## config.mk

```make
export PLATFORM = sky130hd
export DESIGN_NAME = ps2_host_tx_flat
export DESIGN_NICKNAME = d
export VERILOG_FILES = /design/src/rtl/ps2_host_tx_if.sv /design/src/rtl/ps2_host_tx.sv /design/src/flat_wrapper.sv
export SDC_FILE = /design/constraint.sdc
export NUM_CORES = 1
export LEC_CHECK = 0
export BUFFER_PORTS_ARGS = -buffer_cell sky130_fd_sc_hd__buf_4
export CAP_MARGIN = 15
export CORE_MARGIN = 1
export CORE_UTILIZATION = 54
export DETAILED_ROUTE_END_ITERATION = 8
export PLACE_DENSITY = 0.73
export SYNTH_ARGS = -nofsm -noshare
export SYNTH_HDL_FRONTEND = slang
export SYNTH_SLANG_ARGS = --single-unit
```

## constraint.sdc

```tcl
create_clock -name clk -period 3.15 [get_ports clk]
set_input_delay 0.945 -clock clk [delete_from_list [all_inputs] [get_ports clk]]
set_output_delay 0.945 -clock clk [all_outputs]
set_load 0.1 [all_outputs]
```

## src/rtl/ps2_host_tx_if.sv

```systemverilog
// Command handshake and completion status between a host controller and ps2_host_tx.
interface ps2_host_tx_if;
    logic [7:0] tx_data;
    logic       tx_valid;
    logic       tx_ready;
    logic       done;
    logic       err;
    logic [1:0] err_code;

    modport master (output tx_data, tx_valid, input tx_ready, done, err, err_code);
    modport slave  (input tx_data, tx_valid, output tx_ready, done, err, err_code);
endinterface

```

## src/rtl/ps2_host_tx.sv

```systemverilog
// Host-to-device PS/2 transmitter: inhibit, request-to-send, clock out 8 data bits + odd parity
// + stop on device clock falls, then collect the device ACK.
module ps2_host_tx #(
    parameter int unsigned INHIBIT_CYCLES = 7800,
    parameter int unsigned REQ_CYCLES     = 650,
    parameter int unsigned START_TIMEOUT  = 975000,
    parameter int unsigned XFER_TIMEOUT   = 130000,
    parameter int unsigned FILT_LEN       = 8
) (
    input  logic         clk,
    input  logic         reset,
    ps2_host_tx_if.slave host,
    input  logic         ps2_clk_in,
    input  logic         ps2_data_in,
    output logic         ps2_clk_oe,
    output logic         ps2_data_oe,
    output logic         rx_inhibit
);
    typedef enum logic [2:0] {
        IDLE, INHIBIT, REQ, WAITCLK, DATA, WAITIDLE, DONE, ERR
    } state_t;

    localparam int TW = 20;
    localparam logic [TW-1:0] T_MAX      = '1;
    localparam logic [TW-1:0] INH_LAST   = TW'(INHIBIT_CYCLES - 1);
    localparam logic [TW-1:0] REQ_LAST   = TW'(REQ_CYCLES - 1);
    localparam logic [TW-1:0] START_LAST = TW'(START_TIMEOUT - 1);
    localparam logic [TW-1:0] XFER_LAST  = TW'(XFER_TIMEOUT - 1);
    localparam logic [TW-1:0] GLITCH_WIN = TW'(FILT_LEN + 2);

    logic [1:0]          clk_s_q, data_s_q;
    logic [FILT_LEN-1:0] filt_q;
    logic                kclk_q, kclk_d;
    logic                fall, data_s;

    state_t        state_q, state_d;
    logic [TW-1:0] timer_q, timer_d;
    logic [3:0]    bitcnt_q, bitcnt_d;
    logic [8:0]    frame_q, frame_d;
    logic          dbit_q, dbit_d;
    logic          ack_q, ack_d;
    logic [1:0]    err_code_q, err_code_d;

    logic clk_oe_c, data_oe_c, ready_c, done_c, err_c;

    // Synchronizers and filter idle high so reset never fabricates a clock fall.
    always_ff @(posedge clk or negedge reset) begin
        if (!reset) begin
            clk_s_q  <= '1;
            data_s_q <= '1;
            filt_q   <= '1;
            kclk_q   <= 1'b1;
        end else begin
            clk_s_q  <= {clk_s_q[0], ps2_clk_in};
            data_s_q <= {data_s_q[0], ps2_data_in};
            filt_q   <= {filt_q[FILT_LEN-2:0], clk_s_q[1]};
            kclk_q   <= kclk_d;
        end
    end

    always_comb begin
        kclk_d = kclk_q;
        if (&filt_q)
            kclk_d = 1'b1;
        else if (~|filt_q)
            kclk_d = 1'b0;
    end

    assign fall   = kclk_q & ~kclk_d;
    assign data_s = data_s_q[1];

    always_ff @(posedge clk or negedge reset) begin
        if (!reset) begin
            state_q    <= IDLE;
            timer_q    <= '0;
            bitcnt_q   <= '0;
            frame_q    <= '0;
            dbit_q     <= 1'b0;
            ack_q      <= 1'b0;
            err_code_q <= 2'b00;
        end else begin
            state_q    <= state_d;
            timer_q    <= timer_d;
            bitcnt_q   <= bitcnt_d;
            frame_q    <= frame_d;
            dbit_q     <= dbit_d;
            ack_q      <= ack_d;
            err_code_q <= err_code_d;
        end
    end

    always_comb begin
        state_d    = state_q;
        timer_d    = (timer_q == T_MAX) ? timer_q : timer_q + 1'b1;
        bitcnt_d   = bitcnt_q;
        frame_d    = frame_q;
        dbit_d     = dbit_q;
        ack_d      = ack_q;
        err_code_d = err_code_q;
        clk_oe_c   = 1'b0;
        data_oe_c  = 1'b0;
        ready_c    = 1'b0;
        done_c     = 1'b0;
        err_c      = 1'b0;

        case (state_q)
            IDLE: begin
                ready_c = 1'b1;
                if (host.tx_valid) begin
                    frame_d    = {~^host.tx_data, host.tx_data};
                    bitcnt_d   = '0;
                    err_code_d = 2'b00;
                    state_d    = INHIBIT;
                end
            end
            INHIBIT: begin
                clk_oe_c = 1'b1;
                if (timer_q == INH_LAST)
                    state_d = REQ;
            end
            REQ: begin
                clk_oe_c  = 1'b1;
                data_oe_c = 1'b1;
                if (timer_q == REQ_LAST)
                    state_d = WAITCLK;
            end
            WAITCLK: begin
                data_oe_c = 1'b1;
                if (timer_q == START_LAST) begin
                    err_code_d = 2'b10;
                    state_d    = ERR;
                end else if (fall && timer_q >= GLITCH_WIN) begin
                    // Ignoring early falls hides the filter catching up after our own clock release.
                    dbit_d   = frame_q[0];
                    bitcnt_d = 4'd1;
                    state_d  = DATA;
                end
            end
            DATA: begin
                data_oe_c = ~dbit_q;
                if (timer_q == XFER_LAST) begin
                    err_code_d = 2'b11;
                    state_d    = ERR;
                end else if (fall) begin
                    if (bitcnt_q == 4'd10) begin
                        ack_d   = data_s;
                        state_d = WAITIDLE;
                    end else begin
                        dbit_d   = (bitcnt_q == 4'd9) ? 1'b1 : frame_q[bitcnt_q];
                        bitcnt_d = bitcnt_q + 4'd1;
                    end
                end
            end
            WAITIDLE: begin
                if (timer_q == XFER_LAST) begin
                    err_code_d = 2'b11;
                    state_d    = ERR;
                end else if (kclk_q && data_s) begin
                    if (ack_q) begin
                        err_code_d = 2'b01;
                        state_d    = ERR;
                    end else begin
                        state_d = DONE;
                    end
                end
            end
            DONE: begin
                done_c  = 1'b1;
                state_d = IDLE;
            end
            ERR: begin
                err_c   = 1'b1;
                state_d = IDLE;
            end
            default: state_d = IDLE;
        endcase

        // The transfer timeout spans DATA and WAITIDLE, so that one transition keeps counting.
        if (state_d != state_q && !(state_q == DATA && state_d == WAITIDLE))
            timer_d = '0;
    end

    assign ps2_clk_oe    = clk_oe_c;
    assign ps2_data_oe   = data_oe_c;
    assign rx_inhibit    = (state_q != IDLE);
    assign host.tx_ready = ready_c;
    assign host.done     = done_c;
    assign host.err      = err_c;
    assign host.err_code = err_code_q;
endmodule

```

## src/flat_wrapper.sv

```systemverilog
// flat-port wrapper written by rule: the top's interface ports become plain ports
module ps2_host_tx_flat 
#(
    parameter int unsigned INHIBIT_CYCLES = 7800,
    parameter int unsigned REQ_CYCLES     = 650,
    parameter int unsigned START_TIMEOUT  = 975000,
    parameter int unsigned XFER_TIMEOUT   = 130000,
    parameter int unsigned FILT_LEN       = 8
)
  (clk, reset, ps2_clk_in, ps2_data_in, ps2_clk_oe, ps2_data_oe, rx_inhibit, host_tx_data, host_tx_valid, host_tx_ready, host_done, host_err, host_err_code);
  ps2_host_tx_if host_i ();
  input  logic clk;
  input  logic reset;
  input  logic ps2_clk_in;
  input  logic ps2_data_in;
  output logic ps2_clk_oe;
  output logic ps2_data_oe;
  output logic rx_inhibit;
  input wire logic [$bits(host_i.tx_data)-1:0] host_tx_data;
  input wire logic [$bits(host_i.tx_valid)-1:0] host_tx_valid;
  output wire logic [$bits(host_i.tx_ready)-1:0] host_tx_ready;
  output wire logic [$bits(host_i.done)-1:0] host_done;
  output wire logic [$bits(host_i.err)-1:0] host_err;
  output wire logic [$bits(host_i.err_code)-1:0] host_err_code;
  assign host_i.tx_data = host_tx_data;
  assign host_i.tx_valid = host_tx_valid;
  assign host_tx_ready = host_i.tx_ready;
  assign host_done = host_i.done;
  assign host_err = host_i.err;
  assign host_err_code = host_i.err_code;
  ps2_host_tx #(.INHIBIT_CYCLES(INHIBIT_CYCLES), .REQ_CYCLES(REQ_CYCLES), .START_TIMEOUT(START_TIMEOUT), .XFER_TIMEOUT(XFER_TIMEOUT), .FILT_LEN(FILT_LEN)) u_core (.clk(clk), .reset(reset), .host(host_i), .ps2_clk_in(ps2_clk_in), .ps2_data_in(ps2_data_in), .ps2_clk_oe(ps2_clk_oe), .ps2_data_oe(ps2_data_oe), .rx_inhibit(rx_inhibit));
endmodule
```

==> results by group <==
Status
  – Status: finished, final reports clean

Synthesis
  – Simple-Gate Fraction of Synth Area: 21.3%
  – Top cells by area, synth: dfrtp_1 34%, dfstp_2 12%, mux2_2 4.6%
  – Compound-Gate Fraction of Synth Area: 12.8%
  – Synth cell types: 50
  – YS warnings: 0
  – Top_reg_cell synth: dfrtp_1
  – Mapped Area: 2960 um^2
  – Async set-reset flop share out of synthesis: 100%
  – Post-Synth Adder-Cell Area: 2.54%
  – #FFs+latches synth: 53
  – Syn avg cell area: 9.97 um^2
  – Xor-xnor portion of the synthesized cell area: 6.21%
  – Post-synth top area cell: dfrtp_1
  – EDFF count, synth: 0
  – Mux cell area share after synthesis: 7.44%
  – Cells after Synth: 297
  – Register area share after synthesis: 45.4%
  – Net Count, Synth: 316
  – Top-area cell type share of the netlist area: 33.8%
  – Main combinational cell family by area after synthesis: simple AND/OR/NAND/NOR gates

Clock network
  – H-tree lvl count: 2
  – Resize count post-CTS: 0
  – TritonCTS clock tree: done
  – Clock sink count: 53
  – Maximum buffer depth of the clock tree: 2
  – Clock transition at path regs: 0.10 ns
  – Root Driver: clkbuf_8
  – Clk_lat worst skew: 0.30 ns
  – Cts bufs inserted: 5
  – Post CTS Setup Buffer Count: 0
  – Hold_buf cts: 0

Critical path
  – Critical path endpoint category: flip-flop
  – Arr. time, crit path: 3.14 ns
  – Startpoint class of the critical path: flip-flop
  – CP max FO: 15
  – CP delay by family, top: simple AND/OR/NAND/NOR gates
  – Worst path bufs/invs: 0
  – Setup CP Type: flip-flop to flip-flop
  – Worst path max stage delay: 0.54 ns
  – Critical-path cell list: or4_1 > or4_1 > or3_1 > and4_4 > nand3_2 > nand4_4 > mux2_2
  – Worst EP required: 3.35 ns
  – Crit-path most repeated cell: or4_1
  – Worst path slowest cell: or4_1

Global route
  – Largest net degree at the start of global routing: 54
  – First-pass GRT wire length: 11.0 mm
  – Number of global-route vias before repair: 2,297
  – Grt total ovfl: 0
  – Initial antenna violation count: 0
  – Gr usage total: 23.9%

Finish
  – Ant diodes: 0
  – Proportion of layout cells with a drive suffix above 1: 23.9%
  – Finished Core Util: 64.0%
  – Area grow syn2layout: 12.6%
  – Final nets: 345

Pwr
  – Switching power of the nets: 265 uW
  – Clock share of power: 33.2%
  – Net Sw Frac: 22.9%
  – Part of the power in registers: 61.9%
  – VDD IR max: 0.267 mV
  – Int Power: 893 uW
  – Combinational share of power: 4.9%
  – Pleak: 1.40 nW
  – Power Dens Cells: 348 nW/um^2

STA
  – Slew Limit Headroom: 57.1%
  – Fin crit period: 2.94 ns
  – Final hold viol count: 0
  – Min Hold Slack: 0.361 ns
  – Pins over their slew limit: 0
  – Final setup violation count: 0
  – Slew of the pin with the lowest slew margin: 0.644 ns
  – Final period util: 93.5%
  – Sum Neg Setup Slack: 0 ns
  – RSZ-0062 raised after global routing: no
  – Final worst-path setup slack: 0.206 ns
  – Max Clk Rate: 340 MHz
  – Clock Skews: 0.00419 ns

Floorplanning
  – Site Rows: 26
  – Initial Utilization: 56.9%
  – Core area: 5200 um^2
  – Die W: 76.0 um
  – I/O pin count: 21
  – Die height: 76.0 um
  – Die ar.: 5780 um^2

Place
  – Placed wire-length estimate: 4.46 mm
  – Place WS: 0.222 ns
  – IO buf count: 20
  – GPL Wtd Cong: 0.913

Job
  – Maxcap violations: 0

Routing
  – Drt initial violations: 213
  – Detailed-route DRC error count: 0
  – Vias per cell: 6.01
  – WL/cell: 15.8 um
  – Vias: 2,384
  – Drt pass-1 iters: 5
  – Routed WL: 6.27 mm
  – Post-route ant nets: 0

Min path
  – Worst hold path type: flip-flop to flip-flop
metal layers:
| metal | part of all wire, % | global-route usage (%) | vias up | wire (um) |
|---|---|---|---|---|
| met4 | 0.88 | 6.92 | 0 | 55 |
| li1 | - | - | 1138 | - |
| met2 | 45 | 36.6 | 92 | 2850 |
| met5 | 0 | 0 | - | 0 |
| met1 | 48 | 34.7 | 1146 | 3000 |
| met3 | 5.9 | 4.31 | 8 | 370 |
cell usage after synthesis (3+ instances only):
cell,count
dfrtp_1,40
nand2_1,27
a21oi_1,25
nor2_1,19
nand4_1,14
dfstp_2,13
o21ai_0,13
xnor2_1,13
mux2_2,12
nand3_1,12
inv_1,11
xor2_1,8
and3_1,7
and4_1,6
ha_1,6
clkbuf_1,5
nor3_1,5
o31ai_1,5
buf_6,4
mux2i_1,4
nand3b_1,4
nor4_1,4
or4_1,4
nor2b_1,3
layout by cell type, fill, tap and decap left out, drive strengths merged, types with 2 or more instances in the layout:
master and n:
a21oi 25, dfrtp 40, o211ai 2, mux2 12, mux2i 4, xor2 8
o21ai 13, nor2 19, or3 2, inv 11, nand3 13, xnor2 13
and2 2, nand4 15, a31oi 2, and3 7, clkbuf 7, mux4 2
nand2 27, ha 6, o31ai 5, and4 7, nor2b 3, nor4 4
nor3 5, o22ai 2, nand2b 2, or4 4, dfstp 13, nand3b 4
buf 35
worst register-to-register path, stage by stage, from the launching register on:
cell     delay, ns
dfrtp_1       0.43
or4_1         0.54
or4_1         0.49
or3_1         0.45
and4_4        0.21
nand3_2       0.10
nand4_4       0.27
mux2_2        0.36
path summary, 6_finish.rpt:
path / from / endpoint / slack (ns) / cells past startpoint
worst max-delay path: u_core.timer_q[9] / u_core.ack_q / 0.21 / 7
worst min-delay path: u_core.data_s_q[0] / u_core.data_s_q[1] / 0.36 / 0
worst max register to register: u_core.timer_q[9] / u_core.ack_q / 0.21 / 7
worst min register to register: u_core.data_s_q[0] / u_core.data_s_q[1] / 0.36 / 0
max in group asynchronous: reset / u_core.timer_q[13] / 2.06 / 1
min in group asynchronous: reset / u_core.frame_q[5] / 0.65 / 1
state kept, by name, summed over array words and instances, names as in the netlist:
| register | cells |
|---|---|
| u_core.ack_q | 1 |
| u_core.bitcnt_q | 4 |
| u_core.clk_s_q | 2 |
| u_core.data_s_q | 2 |
| u_core.dbit_q | 1 |
| u_core.filt_q | 8 |
| u_core.frame_q | 9 |
| u_core.host.err_code | 2 |
| u_core.kclk_q | 1 |
| u_core.state_q | 3 |
| u_core.timer_q | 20 |
power by group through the flow:
stage                     combinational (mW)  sequential (mW)  clock, mW
after global placement                0.0564            0.729          0
after global routing                  0.0644            0.720      0.414
final                                 0.0569            0.717      0.385
after CTS                             0.0583            0.717      0.388
after floorplan                       0.0280            0.726          0
after detailed placement              0.0582            0.730          0
stage by stage:
stage | power (mW) | std cells | instance area [um^2]
2_1_floorplan | 0.754 | 297 | 2970
3_3_place_gp | 0.785 | 389 | 3250
3_5_place_dp | 0.788 | 389 | 3250
4_1_cts | 1.16 | 397 | 3330
5_1_grt | 1.20 | 397 | 3330
6_report | 1.16 | 397 | 3330
cell families after synthesis:
family,Yosys count
compound gates,60
xor+xnor,21
fa+ha+maj,6
buf+inv,24
flops,53
mux,18
simple gates,115
final cells by class:
cell class                 instances  area [um^2]
multi-input combinational        220         1500
clock buffer                       7         76.3
inverter                          11         45.0
fill                             451         1870
clock inverter                     1         6.26
timing repair buffer              35          275
sequential                        53         1340
tap                               70         87.6
(Power assumes the default switching activity.)
